`config.mk`:
```
export PLATFORM = sky130hd
export DESIGN_NAME = mano_pc_unit
export DESIGN_NICKNAME = d
export VERILOG_FILES = /design/src/rtl/mano_pkg.sv /design/src/rtl/mano_pc_ctrl.sv /design/src/rtl/mano_pc_unit.sv
export SDC_FILE = /design/constraint.sdc
export NUM_CORES = 1
export LEC_CHECK = 0
export ABC_AREA = 1
export CAP_MARGIN = 20
export CORE_ASPECT_RATIO = 1.25
export CORE_MARGIN = 2
export CORE_UTILIZATION = 40
export DETAILED_ROUTE_END_ITERATION = 16
export PLACE_DENSITY = 0.79
export SYNTH_ARGS = -nofsm -noshare
export SYNTH_HDL_FRONTEND = slang
export SYNTH_SLANG_ARGS = --single-unit
```
`constraint.sdc`:
```
create_clock -name clk -period 2.15 [get_ports clk]
set_input_delay 0.5375 -clock clk [delete_from_list [all_inputs] [get_ports clk]]
set_output_delay 0.5375 -clock clk [all_outputs]
set_load 0.01 [all_outputs]
```
`src/rtl/mano_pkg.sv`:
```
// Shared constants for the Mano basic computer datapath: address width,
// timing-signal indices and opcode-decode indices.
package mano_pkg;

    localparam int AW_DEFAULT = 12;

    localparam int T0_IDX = 0;
    localparam int T1_IDX = 1;
    localparam int T2_IDX = 2;
    localparam int T3_IDX = 3;
    localparam int T4_IDX = 4;
    localparam int T5_IDX = 5;
    localparam int T6_IDX = 6;
    localparam int T7_IDX = 7;

    localparam int OP_AND = 0;
    localparam int OP_ADD = 1;
    localparam int OP_LDA = 2;
    localparam int OP_STA = 3;
    localparam int OP_BUN = 4;
    localparam int OP_BSA = 5;
    localparam int OP_ISZ = 6;
    localparam int OP_REG = 7;
    // D7 decodes both register-reference and IO instructions.
    localparam int OP_RIO = OP_REG;

endpackage

```
`src/rtl/mano_pc_ctrl.sv`:
```
// Raw PC micro-operation requests decoded from timing, opcode and interrupt state.
module mano_pc_ctrl
    import mano_pkg::*;
(
    input  logic [7:0] T,
    input  logic [7:0] D,
    input  logic       R,
    input  logic       skip,
    input  logic       run,
    output logic       ld_req,
    output logic       inc_req,
    output logic       clr_req,
    output logic       multi_req
);

    logic inc_raw;
    logic ld_raw;
    logic clr_raw;

    always_comb begin
        inc_raw = (~R & T[T1_IDX])
                | ( R & T[T2_IDX])
                | (D[OP_ISZ] & T[T6_IDX] & skip)
                | (D[OP_RIO] & T[T3_IDX] & skip);
        ld_raw  = (D[OP_BUN] & T[T4_IDX])
                | (D[OP_BSA] & T[T5_IDX]);
        clr_raw = R & T[T1_IDX];

        // A halted machine issues nothing, so it can neither move PC nor flag an error.
        inc_req   = run & inc_raw;
        ld_req    = run & ld_raw;
        clr_req   = run & clr_raw;
        multi_req = (inc_req & ld_req) | (inc_req & clr_req) | (ld_req & clr_req);
    end

endmodule

```
`src/rtl/mano_pc_unit.sv`:
```
// Mano program counter: PC register, clr > ld > inc strobe priority and a
// sticky flag for cycles that requested more than one PC operation.
module mano_pc_unit
    import mano_pkg::*;
#(
    parameter int          AW        = AW_DEFAULT,
    parameter logic [AW-1:0] RESET_VEC = '0,
    parameter logic [AW-1:0] INT_VEC   = '0
) (
    input  logic          clk,
    input  logic          rst,
    input  logic          run,
    input  logic [7:0]    T,
    input  logic [7:0]    D,
    input  logic          I,
    input  logic          R,
    input  logic          skip,
    input  logic [AW-1:0] ar_in,
    output logic [AW-1:0] pc_out,
    output logic          ld,
    output logic          inc,
    output logic          clr,
    output logic          ctrl_err
);

    logic [AW-1:0] pc_q;
    logic [AW-1:0] pc_d;
    logic          err_q;
    logic          err_d;
    logic          ld_req;
    logic          inc_req;
    logic          clr_req;
    logic          multi_req;

    // skip arrives already qualified by I, so I plays no part in the PC equations.
    logic unused_i;
    assign unused_i = I;

    mano_pc_ctrl u_ctrl (
        .T         (T),
        .D         (D),
        .R         (R),
        .skip      (skip),
        .run       (run),
        .ld_req    (ld_req),
        .inc_req   (inc_req),
        .clr_req   (clr_req),
        .multi_req (multi_req)
    );

    always_comb begin
        clr   = clr_req;
        ld    = ld_req & ~clr_req;
        inc   = inc_req & ~clr_req & ~ld_req;
        pc_d  = pc_q;
        err_d = err_q | multi_req;
        if (clr) begin
            pc_d = INT_VEC;
        end else if (ld) begin
            pc_d = ar_in;
        end else if (inc) begin
            pc_d = pc_q + 1'b1;
        end
    end

    always_ff @(posedge clk) begin
        if (rst) begin
            pc_q  <= RESET_VEC;
            err_q <= 1'b0;
        end else begin
            pc_q  <= pc_d;
            err_q <= err_d;
        end
    end

    assign pc_out   = pc_q;
    assign ctrl_err = err_q;

endmodule

```
==> results of run 1 <==
layout make-up:
type	count	area (um2)	area share [%]
Timing Repair Buffer	52	496.7	31.61
Inverter	20	76.32	4.857
Sequential cell	13	260.3	16.56
Multi-Input combinational cell	146	670.6	42.68
Tap cell	33	41.29	2.627
Clock buffer	4	26.28	1.672
layer usage:
metal	track usage, %	vias up	routed length [um]
met1	22.94	549	1191
met4	5.952	0	34
met2	33.71	23	1255
met3	2.427	4	94
met5	0	-	0
li1	-	671	-
metrics by stage:
step	total power [mW]	cell area, um2	setup slack, ns
2_1_floorplan	0.4502	1049	0.5166
3_3_place_gp	0.5915	1554	-0.3942
3_5_place_dp	0.5931	1554	-0.4148
4_1_cts	0.7487	1575	0.01225
5_1_grt	0.7890	1572	0.00008715
6_report	0.7428	1572	0.08016
power breakdown:
part | internal, mW | switching [mW] | total [mW]
sequential | 0.265 | 0.0280 | 0.293
clock | 0.0720 | 0.0871 | 0.159
combinational | 0.158 | 0.133 | 0.291
registers in the layout, indices dropped and copies added, names as in the netlist:
register and flops:
ctrl_err 1, pc_out 12
worst max-delay path, stage by stage:
cell and delay, ns:
clkdlybuf4s50_1 0.40, nand2_1 0.08, nand2_2 0.10, o21bai_4 0.13, inv_1 0.06, nor2_1 0.09, buf_2 0.14
how the worst min path moves through the flow:
stage          cells past startpoint                   to                start  slack, ns
2_1_floorplan                      2  ctrl_err$_SDFF_PP0_  ctrl_err$_SDFF_PP0_       0.54
3_3_place_gp                       2  ctrl_err$_SDFF_PP0_  ctrl_err$_SDFF_PP0_       0.51
3_5_place_dp                       2  ctrl_err$_SDFF_PP0_  ctrl_err$_SDFF_PP0_       0.51
4_1_cts                            2  ctrl_err$_SDFF_PP0_  ctrl_err$_SDFF_PP0_       0.53
5_1_grt                            2  ctrl_err$_SDFF_PP0_  ctrl_err$_SDFF_PP0_       0.59
6_report                           2  ctrl_err$_SDFF_PP0_  ctrl_err$_SDFF_PP0_       0.53
cells by family after synthesis:
kind of cell	Yosys count	share of synthesized area, %
buffers and inverters	25	11.46
AOI/OAI and AO/OA	7	4.653
adders and majority gates	1	1.193
DFF	13	24.82
xor gates and xnor gates	1	0.8355
and+or+nand+nor	137	57.04
cells in the final DEF, fill, tap and decap left out, types with 2 or more instances in the layout:
cell,n
a21oi_1,3
nand3_1,23
clkbuf_4,3
nand3_2,2
inv_1,17
nand3b_1,5
nand2_1,68
clkdlybuf4s50_1,37
o21ai_0,3
dfxtp_1,13
buf_4,9
dlygate4sd2_1,2
nor2_1,33
inv_2,2
nand2_2,3
repair_timing:
item,in CTS,in global routing
setup endpoints to repair,3,2
pin swaps,0,3
hold buffers,0,0
gates resized for setup,11,2
==> out/results.ini, run 1 <==
[cts]
cts_setup_buffers=0
clock_path_buffers=2
h-tree-depth=1
cts_tree=built
cts_buffers=3
clkLatencyLatePin_ns=0.28
root_buffer=clkbuf_4
cts_sinks=13
clk_pin_slew_ns=0.09

[grt]
grt_pass1_vias=1059
grt_pass1_wl_um=4395
grt_max_degree=24
overflow=0
grt_usage_pct=18.53
antenna_found_initial=0

[setup_path]
setup.worst_path.end=inc
crit_path_max_fanout=3
cp-start-kind=input pin
startpoint=D[4]
path_class=input pin to output port
reg2regPathDepth=8
reg2reg_to=pc_out[8]$_SDFFE_PP0P_
required_ns=1.61
endpoint_kind=output port
worstReg2RegStart=pc_out[0]$_SDFFE_PP0P_
reg2reg_slack_ns=0.59
crit_arrival_ns=1.53

[detailed_routing]
drt_wl_total_um=2576
post-route-drc-count=0
first_pass_iters=4
vias=1247
ant_nets=0
drtIter0Drc=47
viasPerCell=4.653
wl_per_cell_um=9.612

[yosys]
yosysWarningCount=0
avgSynthCellArea_um2=5.698
ys.flop_type=dfxtp_1
synth.most_common_cell=nand2_1
synth_edf_count=0
synth.distinct_cells=20
async_reset_ff_share_pct=0
synth_largest_area_cell=dfxtp_1
ys_seq_area_share_pct=24.82
yosys-top-cells-count=nand2_1 (69), nor2_1 (33), nand3_1 (23), inv_1 (17), dfxtp_1 (13)
synth_seq_cells=13
syn_nets=219
synthTopCellsByArea=dfxtp_1 (25%), nand2_1 (25%), nor2_1 (12%), nand3_1 (11%), inv_1 (6.1%)
syn_inst=184
synth_area_um2=1049
synth_top_area_share_pct=24.82

[floorplanning]
rows=20
core_area_um2=2452
ios=50
die_w_um=49.80
dieArea_um2=3049
start_util_pct=42.76
die_h_um=61.24

[timing]
fin_crit_sh_pct=96.27
slew_violations=0
rsz0062_at_grt=no
final-hold-violation-count=0
whs_ns=0.5300
slew_headroom_pct=73.89
tightest_slew_ns=0.3912
max_freq_mhz=483.1
fin_worst_skew_ns=0.001689
setup_violations=0
fin_tns_setup_ns=0
min_period_ns=2.070

[placement]
gp_congestion=0.7705
dp_cells=264
post-dp-hpwl_um=1945
io_buffers=42

[power]
powerDensity_nw_per_um2=472.6
leakage_nw=0.7672
ir_drop_mv=0.2601

[finish]
final_cells=268
n_antenna_cell=0
fillers=266
layout-drive-gt1-share_pct=11.91
final_util_pct=64.08
nets=271
areaGrowthSynthToFinish_pct=49.88

[flow_run]
maxCapViolCount=0

[status]
status=complete, no violations

[hold_path]
min_path_type=flop to flop

(Power assumes the default switching activity.)
==> run 2, diff against run 1 <==
==> constraint.sdc (replaced) <==
create_clock -name clk -period 2.15 [get_ports clk]
set_input_delay 0.215 -clock clk [delete_from_list [all_inputs] [get_ports clk]]
set_output_delay 0.215 -clock clk [all_outputs]
set_load 0.01 [all_outputs]
==> out/results.ini, run 2 (same netlist as run 1, synthesis figures left out) <==
[finish]
layout-drive-gt1-share_pct=7.456  ; was 11.91%
areaGrowthSynthToFinish_pct=44.51  ; was 49.88%
nets=264  ; was 271
largest_register_ffs=12  ; unchanged
n_antenna_cell=0  ; unchanged
layout_common_cells=nand2_1 (69), clkdlybuf4s50_1 (42), nor2_1 (33)  ; was nand2_1 (68), clkdlybuf4s50_1 (37), nor2_1 (33)
final_util_pct=61.79  ; was 64.08%
mostFrequentLayoutCell=nand2_1  ; unchanged

[timing]
slew_violations=0  ; unchanged
whs_ns=0.5165  ; was 0.5300 ns
fin_crit_sh_pct=89.73  ; was 96.27%
fin_tns_setup_ns=0  ; unchanged
tightest_slew_ns=0.3773  ; was 0.3912 ns
setup_violations=0  ; unchanged
max_freq_mhz=518.3  ; was 483.1 MHz
min_period_ns=1.929  ; was 2.070 ns
rsz0062_at_grt=no  ; unchanged
slew_headroom_pct=74.82  ; was 73.89%
final-hold-violation-count=0  ; unchanged
fin_worst_skew_ns=0.007487  ; was 0.001689 ns

[grt]
grt_pass1_wl_um=4257  ; was 4395 um
grt_usage_pct=17.78  ; was 18.53%
met1_usage_pct=22.72  ; was 22.94%
use_met3_pct=2.670  ; was 2.427%
grt_pass1_vias=978  ; was 1059
grt.met2_usage_pct=32.19  ; was 33.71%
grt-busiest-layer=met2  ; unchanged
antenna_found_initial=0  ; unchanged
overflow=0  ; unchanged
grt_max_degree=24  ; unchanged

[setup_path]
reg2regPathDepth=8  ; unchanged
startpoint=R  ; was D[4]
path_cells=clkdlybuf4s50_1 -> nand2_2 -> inv_1 -> o21bai_4 -> inv_1 -> nor2_1 -> clkdlybuf4s50_1  ; was clkdlybuf4s50_1 -> nand2_1 -> nand2_2 -> o21bai_4 -> inv_1 -> nor2_1 -> buf_2
crit_arrival_ns=1.71  ; was 1.53 ns
reg2reg_to=pc_out[8]$_SDFFE_PP0P_  ; unchanged
required_ns=1.93  ; was 1.61 ns
crit_path_max_fanout=3  ; unchanged
cp-start-kind=input pin  ; unchanged
max_stage_delay_ns=0.54  ; was 0.40 ns
endpoint_kind=output port  ; unchanged
worstReg2RegStart=pc_out[0]$_SDFFE_PP0P_  ; unchanged
worst_path_max_delay_cell=clkdlybuf4s50_1  ; unchanged
setup.worst_path.end=inc  ; unchanged
path_class=input pin to output port  ; unchanged
reg2reg_slack_ns=0.57  ; was 0.59 ns

[detailed_routing]
drtIter0Drc=38  ; was 47
first_pass_iters=4  ; unchanged
viasPerCell=4.617  ; was 4.653
ant_nets=0  ; unchanged
wl_per_cell_um=9.705  ; was 9.612 um
post-route-drc-count=0  ; unchanged
drt_wl_total_um=2533  ; was 2576 um
vias=1205  ; was 1247

[power]
leakage_nw=0.7235  ; was 0.7672 nW
ir_drop_mv=0.2653  ; was 0.2601 mV
p_total_mw=0.7259  ; was 0.7428 mW
powerDensity_nw_per_um2=479.1  ; was 472.6 nW/um2

[cts]
cts_setup_buffers=0  ; unchanged
cts.repair.resized=0  ; was 11
clk_pin_slew_ns=0.09  ; about the same
h-tree-depth=1  ; unchanged
clkLatencyLatePin_ns=0.28  ; about the same
cts_buffers=3  ; unchanged
clock_path_buffers=2  ; unchanged
cts_sinks=13  ; unchanged
root_buffer=clkbuf_4  ; unchanged
cts_tree=built  ; unchanged
holdBufCountCts=0  ; unchanged

[floorplanning]
die_w_um=49.80  ; unchanged
die_h_um=61.24  ; unchanged
dieArea_um2=3049  ; unchanged
ios=50  ; unchanged
rows=20  ; unchanged
start_util_pct=42.76  ; unchanged
core_area_um2=2452  ; unchanged

[placement]
io_buffers=42  ; unchanged
gp_congestion=0.7765  ; was 0.7705
post-dp-hpwl_um=1885  ; was 1945 um

[flow_run]
maxCapViolCount=0  ; unchanged

[status]
status=complete, no violations  ; unchanged

[hold_path]
min_path_type=input pin to flop  ; was flop to flop

[run 2: cell count changes in the layout (fill, tap and decap cells not counted)]
cell,previous run,this run
clkdlybuf4s15_2,1,0
buf_12,1,0
buf_2,1,0
buf_4,9,3
clkbuf_2,1,0
dlygate4sd2_1,2,0
clkdlybuf4s50_1,37,42
nand2_2,3,2
nand2_1,68,69
[run 2: per-layer routing]
metal	share of wire (%)	vias to the layer above
met5	0	-
met4	0.39	0
met3	5.3	2
met2	48	33
met1	46	511
li1	-	659
[run 2: report_power, final]
group          switching [mW]  internal (mW)
Combinational           0.129          0.147
Clock                  0.0853         0.0718
Sequential             0.0275          0.265
Total                   0.242          0.484
[run 2: area by class of cell]
type | count | area [um2]
Clock buffer | 4 | 26.28
Fill cell | 255 | 937.1
Inverter | 20 | 76.32
Multi-Input combinational cell | 146 | 668.1
Sequential cell | 13 | 260.3
Tap cell | 33 | 41.29
Timing Repair Buffer | 45 | 442.9
[run 2: worst min path at each step]
stage                              startpoint                   to  slack [ns]  depth (start not counted)
after floorplan                           rst  ctrl_err$_SDFF_PP0_        0.28                          1
after global placement    ctrl_err$_SDFF_PP0_  ctrl_err$_SDFF_PP0_        0.51                          2
after detailed placement  ctrl_err$_SDFF_PP0_  ctrl_err$_SDFF_PP0_        0.52                          2
after CTS                                 rst  ctrl_err$_SDFF_PP0_        0.51                          2
after global routing                      rst  ctrl_err$_SDFF_PP0_        0.52                          2
final                                     rst  ctrl_err$_SDFF_PP0_        0.52                          2
[run 2: critical path, delay by kind of cell]
family	cells	cell delay, ns
buffers and inverters	4	1.14
AO/OA/AOI/OAI	1	0.14
AND/OR/NAND/NOR	2	0.23
[run 2: per-stage QoR]
step	instance area [um2]	cells	setup WS (ns)
after floorplan	1049	184	0.7072
after global placement	1489	257	0.2208
after detailed placement	1489	257	0.2181
after CTS	1515	261	0.2157
after global routing	1515	261	0.1658
final	1515	261	0.2207
